==> src/rtl/alu_result_fifo.sv <==
// Result buffer behind the ALU: tags each result with its op and status flags
// and holds it in a first-word-fall-through FIFO with valid/ready on both sides.
module alu_result_fifo #(
    parameter int N     = 4,
    parameter int DEPTH = 4,
    parameter int CW    = $clog2(DEPTH + 1)
) (
    input  logic          clk,
    input  logic          rst_n,
    input  logic          in_valid,
    output logic          in_ready,
    input  logic [N-1:0]  s,
    input  logic          co,
    input  logic [2:0]    sel,
    input  logic          flush,
    output logic          out_valid,
    input  logic          out_ready,
    output logic [N-1:0]  out_s,
    output logic          out_c,
    output logic          out_z,
    output logic          out_neg,
    output logic [2:0]    out_sel,
    output logic [CW-1:0] count,
    output logic          full,
    output logic          empty
);

    localparam int PW = $clog2(DEPTH);
    localparam logic [CW-1:0] DEPTH_C = CW'(DEPTH);

    typedef struct packed {
        logic [N-1:0] s;
        logic         c;
        logic         z;
        logic         neg;
        logic [2:0]   sel;
    } entry_t;

    // Carry is only meaningful for the arithmetic ops (ADD, SUB, INR, DCR).
    function automatic entry_t make_entry(input logic [N-1:0] s_i, input logic co_i,
                                          input logic [2:0] sel_i);
        entry_t e;
        e.s   = s_i;
        e.z   = (s_i == '0);
        e.neg = s_i[N-1];
        e.sel = sel_i;
        case (sel_i)
            3'd0, 3'd1, 3'd2, 3'd3: e.c = co_i;
            default:                e.c = 1'b0;
        endcase
        return e;
    endfunction

    entry_t          mem_q [DEPTH];
    logic [PW-1:0]   wr_ptr_q, wr_ptr_d;
    logic [PW-1:0]   rd_ptr_q, rd_ptr_d;
    logic [CW-1:0]   count_q, count_d;
    logic            full_q, full_d;
    logic            empty_q, empty_d;
    logic            push_s;
    logic            pop_s;
    entry_t          head_s;

    assign push_s    = in_valid && !full_q;
    assign pop_s     = out_ready && !empty_q;
    assign in_ready  = !full_q;
    assign out_valid = !empty_q;
    assign count     = count_q;
    assign full      = full_q;
    assign empty     = empty_q;

    // Next-state for pointers, occupancy and the registered full/empty flags.
    always_comb begin
        wr_ptr_d = wr_ptr_q;
        rd_ptr_d = rd_ptr_q;
        count_d  = count_q;
        if (flush) begin
            wr_ptr_d = '0;
            rd_ptr_d = '0;
            count_d  = '0;
        end else begin
            if (push_s) begin
                wr_ptr_d = wr_ptr_q + PW'(1);
            end else begin
                wr_ptr_d = wr_ptr_q;
            end
            if (pop_s) begin
                rd_ptr_d = rd_ptr_q + PW'(1);
            end else begin
                rd_ptr_d = rd_ptr_q;
            end
            case ({push_s, pop_s})
                2'b10:   count_d = count_q + CW'(1);
                2'b01:   count_d = count_q - CW'(1);
                default: count_d = count_q;
            endcase
        end
        full_d  = (count_d == DEPTH_C);
        empty_d = (count_d == '0);
    end

    // Control state registers.
    always_ff @(posedge clk or negedge rst_n) begin
        if (!rst_n) begin
            wr_ptr_q <= '0;
            rd_ptr_q <= '0;
            count_q  <= '0;
            full_q   <= 1'b0;
            empty_q  <= 1'b1;
        end else begin
            wr_ptr_q <= wr_ptr_d;
            rd_ptr_q <= rd_ptr_d;
            count_q  <= count_d;
            full_q   <= full_d;
            empty_q  <= empty_d;
        end
    end

    // Entry storage; contents are don't-care until written, so no reset.
    always_ff @(posedge clk) begin
        if (push_s && !flush) begin
            mem_q[wr_ptr_q] <= make_entry(s, co, sel);
        end
    end

    // Head entry falls through to the outputs, forced to zero while empty.
    always_comb begin
        head_s = mem_q[rd_ptr_q];
        if (empty_q) begin
            out_s   = '0;
            out_c   = 1'b0;
            out_z   = 1'b0;
            out_neg = 1'b0;
            out_sel = 3'd0;
        end else begin
            out_s   = head_s.s;
            out_c   = head_s.c;
            out_z   = head_s.z;
            out_neg = head_s.neg;
            out_sel = head_s.sel;
        end
    end

endmodule
==> config.mk <==
export PLATFORM = sky130hd
export DESIGN_NAME = alu_result_fifo
export DESIGN_NICKNAME = d
export VERILOG_FILES = /design/src/rtl/alu_result_fifo.sv
export SDC_FILE = /design/constraint.sdc
export NUM_CORES = 1
export LEC_CHECK = 0
export ABC_AREA = 1
export CORE_MARGIN = 2
export CORE_UTILIZATION = 40
export DETAILED_ROUTE_END_ITERATION = 10
export GPL_ROUTABILITY_DRIVEN = 0
export PLACE_DENSITY_LB_ADDON = 0.3
export SYNTH_ARGS = -nofsm -noshare
export SYNTH_HDL_FRONTEND = slang
export SYNTH_SLANG_ARGS = --single-unit
==> constraint.sdc <==
create_clock -name clk -period 4.5 [get_ports clk]
set_input_delay 0.9 -clock clk [delete_from_list [all_inputs] [get_ports clk]]
set_output_delay 0.9 -clock clk [all_outputs]
set_load 0.03 [all_outputs]
==> flow_summary.ini <==
[power]
vdd_drop_max_v = 0.0002389
power.total_mw = 1.187
p_leak_nw = 0.9133
cellPowerDensity_nw_per_um2 = 503.8

[clocking]
clock_path_buffers = 2
ctsRootBufferMaster = clkbuf_8
cts_buffers = 5
cts_setup_buffers = 0
clock-sinks = 45
cts_tree = built
clk_pin_slew_ns = 0.08
cts_resized = 0
cts.htree.levels = 2
cts_hold_buf = 0
clk_latency_ns = 0.30

[floorplan]
rows = 25
start_util = 0.4164
die_area_um2 = 5494
die_w_um = 74.12
die_h_um = 74.12
design.portCount = 30
core_um2 = 4723

[detailed_routing]
wl_met3_um = 138
first_pass_iters = 4
wl_met2_mm = 1.629
vias = 1214
avgViaCountPerCell = 4.399
routed_wl_mm = 3.464
drcViolationCount = 0
dr.first_iter.drc_count = 135
dr.max_layer_used = met4
wire_per_inst_um = 12.55
ant_nets = 0
wl_met1_mm = 1.586

[final_layout]
design_area_um2 = 2356
drive_gt1_frac = 0.04785
antenna_cells = 0
nFillCells = 431
nets = 227
area_growth_pct = 19.78

[logic_synthesis]
synth_mux_area_frac = 0
synth-xor-area-share = 0
yosys.area.top_type = edfxtp_1
yosys_warnings = 0
ys_seq_elements = 45
syn_avg_cell_area_um2 = 10.99
ys_seq_area_frac = 0.6648
synth.distinct_cells = 19
syn_area_um2 = 1967
synth.top_cells.by_area = edfxtp_1 55%, dfrtp_1 10%, nor2_1 8.4%
synth-simple-area-share = 0.1317
synthAdderAreaFrac = 0.04198
synth_compound_area_frac = 0.08142
postSynthCellCount = 179
yosysTopAreaCellShare = 0.5496
synth_top_family_by_area = simple AND/OR/NAND/NOR gates
syn_nets = 198

[timing]
hold-worst-slack_ns = 0.5767
tightest_slew_ns = 0.9087
timing.final.ws_setup_ns = 1.286
hold_violations = 0
final.period_utilization = 0.7142
rsz0062_at_grt = no
timing.fmax_mhz = 311.2
maxSlewViolCount = 0
min_period_ns = 3.214
slew_headroom = 0.3920
fin_skew_ns = 0.008765
totalNegativeSetupSlack_ns = 0
setup_viol = 0

[critical_path]
critPathMaxStageDelay_ns = 0.70
crit_fanout = 20
arrival_ns = 2.31
cp_top_family = buffers and inverters
crit_buf_inv = 2
crit_chain = inv_2 > o21ai_0 > a21oi_1 > clkdlybuf4s50_1
worstPathRequired_ns = 3.60
critPathCaptureType = output pin
crit_type = reg2out
cp-start-kind = register
cpMaxStageDelayCell = clkdlybuf4s50_1

[flow_run]
maxCapViolCount = 0

[global_routing]
first_global_vias = 1178
antenna_found_initial = 0
grt_max_degree = 21
grt_use_total = 0.1494
grt_overflow = 0
grt_pass1_wl_mm = 5.768

[placement]
place_ws_ns = 1.584
place_area_um2 = 2273
dp_hpwl_mm = 2.374
portBuffers = 29

[status]
status = finished, final reports clean

[worst_hold_path]
hp-class = reg2reg
-- per-layer routing --
layer  GRT usage  up-vias
met4     0.09697        0
met3     0.03117        7
li1            -      647
met2      0.2252       22
met1      0.1968      538
met5           0        -
-- cells in the final DEF (no fill, tap or decap) --
| cell type | n |
|---|---|
| nand2_1 | 12 |
| or2_0 | 1 |
| ha_1 | 5 |
| nand3_1 | 6 |
| o21ai_1 | 10 |
| nor2_1 | 44 |
| a21oi_1 | 11 |
| inv_2 | 2 |
| dfstp_2 | 1 |
| clkinv_2 | 2 |
| edfxtp_1 | 36 |
| clkbuf_8 | 5 |
| clkdlybuf4s50_1 | 29 |
| o21ai_0 | 11 |
| fa_1 | 1 |
| nor4_1 | 1 |
| dfrtp_1 | 8 |
| clkbuf_1 | 1 |
| inv_1 | 22 |
| nand4_1 | 1 |
-- registers in the layout, indices dropped and copies added (netlist names) --
name      count
full          1
mem_q        36
wr_ptr_q      2
empty         1
count         3
rd_ptr_q      2
-- synthesized netlist by cell type (all sizes together) --
cell,instances
o21ai,21
edfxtp,36
nand2,12
nand3,6
or2,1
a21oi,11
nor2,44
inv,24
dfrtp,8
dfstp,1
nor4,1
nand4,1
buf,7
fa,1
ha,5
-- power breakdown --
part | switching [mW] | internal [mW]
sequential | 0.0518 | 0.490
combinational | 0.251 | 0.163
clock | 0.123 | 0.107
-- final timing paths --
| path | startpoint | end | slack [ns] | cells after the start |
|---|---|---|---|---|
| worst min register to register | wr_ptr_q[0]$_DFFE_PN0P_ | wr_ptr_q[0]$_DFFE_PN0P_ | 0.58 | 1 |
| min in group asynchronous | rst_n | full$_DFF_PN0_ | 0.89 | 1 |
| worst max-delay path | rd_ptr_q[0]$_DFFE_PN0P_ | out_s[0] | 1.29 | 4 |
| max in group asynchronous | rst_n | empty$_DFF_PN1_ | 3.29 | 1 |
| worst max register to register | empty$_DFF_PN1_ | empty$_DFF_PN1_ | 2.36 | 12 |
| worst min-delay path | wr_ptr_q[0]$_DFFE_PN0P_ | wr_ptr_q[0]$_DFFE_PN0P_ | 0.58 | 1 |
-- worst register-to-register path, stage by stage (launching register included) --
cell and delay [ns]:
dfstp_2 0.71, inv_2 0.06, nand2_1 0.09, inv_1 0.06, ha_1 0.24, fa_1 0.49, nor2_1 0.04, nor2_1 0.08
nand2_1 0.09, nand2_1 0.11, inv_1 0.05, nand2_1 0.05, inv_1 0.03
-- per-stage QoR --
step / instances / util
6_report: 276 / 0.4988
5_1_grt: 276 / 0.4988
4_1_cts: 276 / 0.4988
3_5_place_dp: 268 / 0.4813
3_3_place_gp: 268 / 0.4813
2_1_floorplan: 179 / -
-- layout make-up --
class | count | area [um2] | share of cell area
Sequential cell | 45 | 1308 | 0.5550
Multi-Input combinational cell | 103 | 501.7 | 0.2130
Timing Repair Buffer | 29 | 290.3 | 0.1232
Inverter | 24 | 90.09 | 0.03824
Tap cell | 67 | 83.83 | 0.03558
Clock buffer | 6 | 72.57 | 0.03080
Clock inverter | 2 | 10.01 | 0.004249
-- cells by family after synthesis --
| family | after synthesis |
|---|---|
| and+or+nand+nor | 65 |
| DFF | 45 |
| AOI/OAI and AO/OA | 32 |
| buffers and inverters | 31 |
| adders and majority gates | 6 |
Power figures use the tool's default switching activity.
